### config.mk
export PLATFORM = sky130hd
export DESIGN_NAME = procyon_ieu_issue_arb
export DESIGN_NICKNAME = d
export VERILOG_FILES = /design/src/rtl/procyon_ieu_issue_arb.sv
export SDC_FILE = /design/constraint.sdc
export NUM_CORES = 1
export LEC_CHECK = 0
export ABC_AREA = 1
export CAP_MARGIN = 20
export CORE_AREA = 2 2 282 284
export CTS_CLUSTER_DIAMETER = 100
export DETAILED_ROUTE_END_ITERATION = 8
export DIE_AREA = 0 0 284 286
export HOLD_SLACK_MARGIN = 0.06
export MAX_ROUTING_LAYER = met4
export PLACE_DENSITY = 0.4
export SLEW_MARGIN = 10
export SYNTH_ARGS = -nofsm -noshare
export SYNTH_HDL_FRONTEND = slang
export SYNTH_SLANG_ARGS = --single-unit
### constraint.sdc
create_clock -name clk -period 5.7 [get_ports clk]
set_input_delay 0.855 -clock clk [delete_from_list [all_inputs] [get_ports clk]]
set_output_delay 0.855 -clock clk [all_outputs]
set_load 0.005 [all_outputs]
### src/rtl/procyon_ieu_issue_arb.sv
// Round-robin issue arbiter feeding the single integer execute pipeline.
// Grants at most one requester per cycle and registers its op onto the execute input bus.
module procyon_ieu_issue_arb #(
    parameter int OPTN_DATA_WIDTH      = 32,
    parameter int OPTN_ADDR_WIDTH      = 32,
    parameter int OPTN_ROB_IDX_WIDTH   = 5,
    parameter int OPTN_IEU_REQ_COUNT   = 4,
    parameter int PCYN_ALU_FUNC_WIDTH  = 4,
    parameter int PCYN_ALU_SHAMT_WIDTH = 5
) (
    input  logic                                                    clk,
    input  logic                                                    rst,
    input  logic                                                    i_flush,
    input  logic                                                    i_stall,
    input  logic [OPTN_IEU_REQ_COUNT-1:0]                           i_req_valid,
    output logic [OPTN_IEU_REQ_COUNT-1:0]                           o_req_ready,
    input  logic [OPTN_IEU_REQ_COUNT-1:0][PCYN_ALU_FUNC_WIDTH-1:0]  i_req_alu_func,
    input  logic [OPTN_IEU_REQ_COUNT-1:0][OPTN_DATA_WIDTH-1:0]      i_req_src_a,
    input  logic [OPTN_IEU_REQ_COUNT-1:0][OPTN_DATA_WIDTH-1:0]      i_req_src_b,
    input  logic [OPTN_IEU_REQ_COUNT-1:0][OPTN_ADDR_WIDTH-1:0]      i_req_iaddr,
    input  logic [OPTN_IEU_REQ_COUNT-1:0][OPTN_DATA_WIDTH-1:0]      i_req_imm_b,
    input  logic [OPTN_IEU_REQ_COUNT-1:0][PCYN_ALU_SHAMT_WIDTH-1:0] i_req_shamt,
    input  logic [OPTN_IEU_REQ_COUNT-1:0][OPTN_ROB_IDX_WIDTH-1:0]   i_req_tag,
    input  logic [OPTN_IEU_REQ_COUNT-1:0]                           i_req_jmp,
    input  logic [OPTN_IEU_REQ_COUNT-1:0]                           i_req_br,
    output logic [PCYN_ALU_FUNC_WIDTH-1:0]                          o_alu_func,
    output logic [OPTN_DATA_WIDTH-1:0]                              o_src_a,
    output logic [OPTN_DATA_WIDTH-1:0]                              o_src_b,
    output logic [OPTN_ADDR_WIDTH-1:0]                              o_iaddr,
    output logic [OPTN_DATA_WIDTH-1:0]                              o_imm_b,
    output logic [PCYN_ALU_SHAMT_WIDTH-1:0]                         o_shamt,
    output logic [OPTN_ROB_IDX_WIDTH-1:0]                           o_tag,
    output logic                                                    o_jmp,
    output logic                                                    o_br,
    output logic                                                    o_valid
);

    localparam int N     = OPTN_IEU_REQ_COUNT;
    localparam int PTR_W = (N > 1) ? $clog2(N) : 1;

    typedef enum logic {EMPTY, FULL} state_t;

    typedef struct packed {
        logic [PCYN_ALU_FUNC_WIDTH-1:0]  alu_func;
        logic [OPTN_DATA_WIDTH-1:0]      src_a;
        logic [OPTN_DATA_WIDTH-1:0]      src_b;
        logic [OPTN_ADDR_WIDTH-1:0]      iaddr;
        logic [OPTN_DATA_WIDTH-1:0]      imm_b;
        logic [PCYN_ALU_SHAMT_WIDTH-1:0] shamt;
        logic [OPTN_ROB_IDX_WIDTH-1:0]   tag;
        logic                            jmp;
        logic                            br;
    } op_t;

    state_t           state_q, state_d;
    op_t              op_q, op_d;
    logic [PTR_W-1:0] rr_ptr_q, rr_ptr_d;

    logic [N-1:0]     grant;
    logic [PTR_W-1:0] grant_idx;
    logic [PTR_W:0]   scan_idx;
    logic             found;
    logic             accept;

    // Scan from rr_ptr upward, wrapping modulo N so non-power-of-two counts never index past N-1.
    always_comb begin
        grant     = '0;
        grant_idx = '0;
        scan_idx  = '0;
        found     = 1'b0;
        for (int i = 0; i < N; i++) begin
            scan_idx = {1'b0, rr_ptr_q} + (PTR_W+1)'(i);
            if (scan_idx >= (PTR_W+1)'(N)) begin
                scan_idx = scan_idx - (PTR_W+1)'(N);
            end
            if (!found && i_req_valid[scan_idx[PTR_W-1:0]]) begin
                found                            = 1'b1;
                grant[scan_idx[PTR_W-1:0]]       = 1'b1;
                grant_idx                        = scan_idx[PTR_W-1:0];
            end
        end
    end

    assign o_req_ready = grant & {N{~i_stall & ~i_flush & ~rst}};
    assign accept      = |o_req_ready;

    always_comb begin
        state_d  = state_q;
        op_d     = op_q;
        rr_ptr_d = rr_ptr_q;

        if (accept) begin
            op_d.alu_func = i_req_alu_func[grant_idx];
            op_d.src_a    = i_req_src_a[grant_idx];
            op_d.src_b    = i_req_src_b[grant_idx];
            op_d.iaddr    = i_req_iaddr[grant_idx];
            op_d.imm_b    = i_req_imm_b[grant_idx];
            op_d.shamt    = i_req_shamt[grant_idx];
            op_d.tag      = i_req_tag[grant_idx];
            op_d.jmp      = i_req_jmp[grant_idx];
            op_d.br       = i_req_br[grant_idx];
            rr_ptr_d      = (grant_idx == PTR_W'(N-1)) ? '0 : grant_idx + PTR_W'(1);
        end

        // Flush wins over stall; a stall freezes whatever op is on the bus.
        if (i_flush) begin
            state_d = EMPTY;
        end else if (!i_stall) begin
            state_d = accept ? FULL : EMPTY;
        end
    end

    always_ff @(posedge clk or posedge rst) begin
        if (rst) begin
            state_q  <= EMPTY;
            op_q     <= '0;
            rr_ptr_q <= '0;
        end else begin
            state_q  <= state_d;
            op_q     <= op_d;
            rr_ptr_q <= rr_ptr_d;
        end
    end

    assign o_valid    = (state_q == FULL);
    assign o_alu_func = op_q.alu_func;
    assign o_src_a    = op_q.src_a;
    assign o_src_b    = op_q.src_b;
    assign o_iaddr    = op_q.iaddr;
    assign o_imm_b    = op_q.imm_b;
    assign o_shamt    = op_q.shamt;
    assign o_tag      = op_q.tag;
    assign o_jmp      = op_q.jmp;
    assign o_br       = op_q.br;

endmodule

==> impl_metrics.py <==
metrics = {
    "outcome": {
        "status": "finished clean",
    },
    "critical_path": {
        "reg2regPathDepth": 15,
        "timing.rr.start": "rr_ptr_q[0]",
        "cp_num_buf_inv": 4,
        "slowest_delay_ps": 690,
        "path_class": "reg2out",
        "cp_cell_sequence": "inv_6 > ha_1 > inv_1 > nand3_1 > nand2_1 > nor2_4 > nand4_1 > nand3_1 > nand2_1 > inv_1 > clkdlybuf4s50_1",
        "cp_max_fo": 13,
        "rrSetupSlack_ps": 1790,
        "cp-endpoint": "o_req_ready[0]",
        "rr_endpoint": "o_src_a[14]",
        "cpMaxStageDelayCell": "dfrtp_1",
        "startpoint_type": "flip-flop",
        "endpoint_kind": "primary output",
        "critPathArrivalTime_ps": 3200,
        "worst-path-stages": 11,
        "cp_top_family": "buffers and inverters",
        "required_ps": 4850,
        "startpoint": "rr_ptr_q[0]",
    },
    "global_route": {
        "grt_pass1_vias": 16554,
        "grt_pass1_wl_um": 106500,
        "grt_use_total": 0.1794,
        "grt_max_degree": 183,
        "antenna_found_initial": 17,
        "gr-total-overflow": 0,
    },
    "floorplan": {
        "core.rowCount": 103,
        "die_area_sq_mm": 0.08122,
        "initial_core_util": 0.1704,
        "ios": 733,
        "die_y_um": 286,
        "die_x_um": 284,
        "coreArea_sq_mm": 0.07836,
    },
    "pwr": {
        "vdd_drop_max_v": 0.0005975,
        "comb_power_share": 0.767,
        "p_sw_mw": 7.379,
        "finalPower_mw": 13.21,
        "p_leak_nw": 12.18,
        "p_int_mw": 5.830,
        "p_per_area_mw_per_mm2": 594.2,
        "swShare": 0.5586,
        "p_seq_frac": 0.136,
        "pwr-share-clk": 0.097,
    },
    "clock_network": {
        "clkTransAtPathRegs_ps": 70,
        "clock_sinks": 147,
        "numCtsBuffers": 17,
        "root_buffer": "clkbuf_16",
        "htree_levels": 4,
        "cts_resized": 0,
        "holdBufCountCts": 0,
        "post_cts_buffers": 0,
        "cts_buffer_depth": 2,
        "cts_tree": "yes",
        "clock_latency_ps": 490,
    },
    "place": {
        "io_buffers": 732,
        "gp_congestion": 0.8812,
        "hpwl_um": 51940,
        "place_ws_ps": 1539,
        "place_area_sq_mm": 0.02157,
        "placedCellCount": 4073,
    },
    "logic_synthesis": {
        "async_flop_share": 1.000,
        "syn_inst": 2430,
        "syn_nets": 3021,
        "ys_types": 27,
        "ys_warn_count": 0,
        "synth-edff-count": 0,
        "avgSynthCellArea_sq_um": 5.495,
        "synthFlopType": "dfrtp_1",
        "synth_area_sq_mm": 0.01335,
        "ys_ff_latch": 147,
        "synth_seq_area_share": 0.2755,
    },
    "sta": {
        "rsz0062_at_grt": "no",
        "hold_viol": 0,
        "fmax_mhz": 246.4,
        "max_slew_margin": 0.3527,
        "report.final.slew_viol_count": 0,
        "finalSetupViolCount": 0,
        "fin_ws_ps": 1641,
        "fin_skew_ps": 14.54,
        "worstMarginPinSlew_ps": 970.9,
        "hold-worst-slack_ps": 479.0,
        "finalSetupTns_ps": 0,
        "fin_crit_ps": 4059,
        "finalCritPeriodShare": 0.7120,
    },
    "final_layout": {
        "drive_gt1_frac": 0.02357,
        "final_area_sq_mm": 0.02223,
        "final_cells": 4124,
        "nNetsFinal": 3633,
        "area_delta_synth_final_pct": 66.47,
        "post-route-util": 0.2837,
    },
    "drt": {
        "drc": 0,
        "first_pass_iters": 4,
        "num_vias": 16658,
        "vias_per_cell": 4.039,
        "wl_um": 72250,
        "drt_iter0_drc": 917,
        "ant_nets": 0,
        "wl_per_cell_um": 17.52,
    },
    "min_path": {
        "worstHoldStart": "o_iaddr[3]",
        "holdCritPathClass": "reg2reg",
    },
    "flow_run": {
        "maxCapViolations": 0,
    },
}
cells by family (layout without fill, tap and decap cells):
kind of cell | count (synthesis) | count (layout) | synth area share
compound gates | 10 | 10 | 0.004684
xor+xnor | 1 | 1 | 0.0006560
fa+ha+maj | 7 | 7 | 0.006559
buf+inv | 754 | 1379 | 0.2266
flops | 147 | 147 | 0.2755
other cells | 0 | 19 | 0
simple gates | 1511 | 1511 | 0.4860
placed cells by master (no fill, tap or decap):
cell,synthesis,routed
nand3_2,1,1
clkbuf_16,0,17
clkdlybuf4s50_1,0,732
nor3_1,1,1
buf_4,11,9
buf_12,0,12
nand3_1,593,593
inv_6,1,8
nand3b_1,1,1
ha_1,7,7
clkinvlp_4,0,4
nand2_1,898,896
nand2_8,0,2
a21oi_1,3,3
dfrtp_1,147,147
o21ai_1,1,1
inv_2,4,3
inv_1,589,588
xnor2_1,1,1
o21ai_0,1,1
a21boi_0,5,5
bufinv_16,0,3
nor2_4,2,3
nand2_4,3,4
clkbuf_1,55,1
nand4_1,6,6
nand2_2,5,4
diode_2,0,19
clkbuf_8,1,1
clkinv_4,0,1
final cells by class:
class,count,area [sq um]
Antenna cell,19,47.55
Tap cell,1050,1314
Sequential cell,147,3679
Multi-Input combinational cell,1529,6694
Clock inverter,13,172.7
Fill cell,9054,56130
Inverter,594,2245
Clock buffer,19,442.9
Timing Repair Buffer,753,7635
power groups by stage:
| stage | clock (mW) | sequential [mW] | combinational [mW] |
|---|---|---|---|
| after CTS | 1.34 | 1.80 | 10.4 |
| after global routing | 1.37 | 1.86 | 11.5 |
| final | 1.28 | 1.80 | 10.1 |
| after floorplan | 0 | 1.82 | 6.50 |
| after detailed placement | 0 | 1.81 | 10.4 |
| after global placement | 0 | 1.81 | 10.5 |
worst min path at each step:
| stage | endpoint | depth (start not counted) |
|---|---|---|
| finish | o_iaddr[3] | 2 |
| global route | o_src_a[4] | 2 |
| CTS | o_src_a[28] | 2 |
| detailed placement | o_src_b[19] | 2 |
| global placement | o_iaddr[30] | 2 |
| floorplan | o_alu_func[0] | 2 |
metal layers:
layer	track usage	vias up	part of all wire	routed length (um)
met4	0.06197	0	0.027	1920
met3	0.05901	64	0.079	5702
met1	0.2039	7584	0.41	29800
li1	-	8452	-	-
met5	-	-	0	0
met2	0.2956	558	0.48	34830
synthesized netlist by cell type, types with 4 or more instances:
cell type  count  share of area
nand2_2        5         0.0023
buf_1          4         0.0011
a21boi_0       5         0.0028
inv_1        589           0.17
ha_1           7         0.0066
nand3_1      593           0.22
nand4_1        6         0.0028
buf_4         11         0.0062
clkbuf_1      55          0.015
dfrtp_1      147           0.28
nand2_1      898           0.25
inv_2          4         0.0011
buf_6          4         0.0034
buf_2         84          0.031
registers in the layout (all words and copies together) (netlist names):
| name | flops |
|---|---|
| o_jmp | 1 |
| o_imm_b | 32 |
| o_src_a | 32 |
| o_shamt | 5 |
| o_valid | 1 |
| o_src_b | 32 |
| o_tag | 5 |
| o_alu_func | 4 |
| rr_ptr_q | 2 |
| o_br | 1 |
| o_iaddr | 32 |
worst min-delay path: stages, from the launching register on:
cell and delay [ps]:
dfrtp_1 340, nand2_1 60, nand2_1 50
Power figures use the tool's default switching activity.
==> RTL change, RTL diff (config.mk and constraints unchanged) <==
Change the parameter `PCYN_ALU_FUNC_WIDTH` from 4 to 6.
--- a/src/rtl/procyon_ieu_issue_arb.sv
+++ b/src/rtl/procyon_ieu_issue_arb.sv
@@ -5,7 +5,7 @@
     parameter int OPTN_ADDR_WIDTH      = 32,
     parameter int OPTN_ROB_IDX_WIDTH   = 5,
     parameter int OPTN_IEU_REQ_COUNT   = 4,
-    parameter int PCYN_ALU_FUNC_WIDTH  = 4,
+    parameter int PCYN_ALU_FUNC_WIDTH  = 6,
     parameter int PCYN_ALU_SHAMT_WIDTH = 5
 ) (
     input  logic                                                    clk,
Interface: changed (resized i_req_alu_func and o_alu_func); port bits go from 733 to 743. The function was not compared with the original's and may differ.
==> RTL change against the original RTL <==
- power increased by 1.2%
- wire length increased by 1.6%
- die area unchanged
- synthesized area increased by 2.1%
- clock power increased by 5%
- worst hold slack got worse by 0.0025 ns
- sequential cell count increased by 2
- cell area increased by 1.2%
- sequential share of layout area about the same
- setup slack got worse by 0.079 ns
==> RTL change: results (changes against the original RTL) <==
[setup_path]
reg2reg_depth=14  ; -1
r2r_setup_slack_ns=1.66  ; -0.13 ns
arrival_ns=3.28  ; +0.08 ns
endpoint=o_req_ready[1]
reg2reg_to=o_src_a[16]

[power_and_ir_drop]
p_leak_nw=12.3  ; +1.3%
power_clock_w=0.00134  ; +5%
vdd_drop_max_mv=0.878  ; +47%

[route]
first_pass_iters=5  ; +1
drt_iter0_drc=658  ; -28%
viasPerCell=4.02  ; -0.39%
wl_per_cell_um=17.6  ; +0.46%

[grt]
grt_pass1_vias=16900  ; +2.2%
grt_antenna_before_repair=27  ; +10
grt_util_met3=0.0502  ; -0.00877
use_met2=0.305  ; +0.00917
grt_pass1_wl_mm=109  ; +2.5%
grt_max_degree=148  ; -19%
grt_use_met1=0.213  ; +0.00913
track_usage=0.183  ; +0.00409

[timing]
relSlewSlack=0.360  ; +0.00773
skew_ns=0.0117  ; -0.00280 ns
finalHoldWorstSlack_ns=0.477  ; -0.00245 ns

[place]
gp_congestion=0.881  ; about the same
place_area_um2=21800  ; +1.1%

[min_path]
min_to=o_src_a[3]
holdCritStartpoint=o_src_a[3]

[finish]
drive_gt1_frac=0.0233  ; -0.000312
fillers=9057  ; +0.033%

[status]
status=finished clean

[logic_synthesis]
synthTopCellsByCount=nand2_1 (908), nand3_1 (601), inv_1 (598), dfrtp_1 (149), buf_2 (60)
seq_area_frac_synth=0.274  ; -0.00189

-- RTL change: cell count changes in the layout (fill, tap and decap cells not counted), sizes merged, moves of 3 or more --
cell           unedited run  this run
nand2                   906       918
clkdlybuf4s50           732       742
nand3                   594       602
diode                    19        26
inv                     599       605
clkinvlp                  4         1
-- RTL change: metal layers --
metal | share of wire | up-vias | wire [um]
met5 | 0 | - | 0
met3 | 0.061 | 58 | 4460
met2 | 0.50 | 476 | 36500
met4 | 0.020 | 0 | 1480
met1 | 0.42 | 7685 | 31000
li1 | - | 8568 | -
-- RTL change: logic make-up (layout without fill, tap and decap cells) --
family	Yosys count	count (layout)	share of synthesized area
simple gates	1531	1531	0.484
buf+inv	764	1398	0.231
flops	149	149	0.274
compound gates	10	10	0.00459
fa+ha+maj	7	7	0.00643
xor+xnor	1	1	0.000643
other cells	0	26	0
-- RTL change: worst reg2reg max path, delay by kind of cell (launching register included) --
kind                       cells  cell delay, ns
and+or+nand+nor               10            1.76
buffers and inverters          3            1.04
DFF                            1            0.70
adders and majority gates      1            0.42
-- RTL change: cell type report --
cell class / instances / share of cell area
inverters: 602 / 0.101
flip-flops and latches: 149 / 0.166
diodes: 26 / 0.00289
clock buffers: 21 / 0.0200
repair buffers: 765 / 0.341
well taps: 1050 / 0.0584
clock inverters: 10 / 0.00856
multi-input cells: 1549 / 0.302
-- RTL change: per-stage QoR --
stage | power (W) | utilization | cells | setup WS [ns]
after floorplan | 0.00851 | - | 2462 | 0.837
after global placement | 0.0124 | 0.278 | 4115 | 1.33
after detailed placement | 0.0123 | 0.278 | 4115 | 1.34
after CTS | 0.0138 | 0.286 | 4146 | 1.50
after global routing | 0.0149 | 0.287 | 4172 | 1.16
final | 0.0134 | 0.287 | 4172 | 1.56
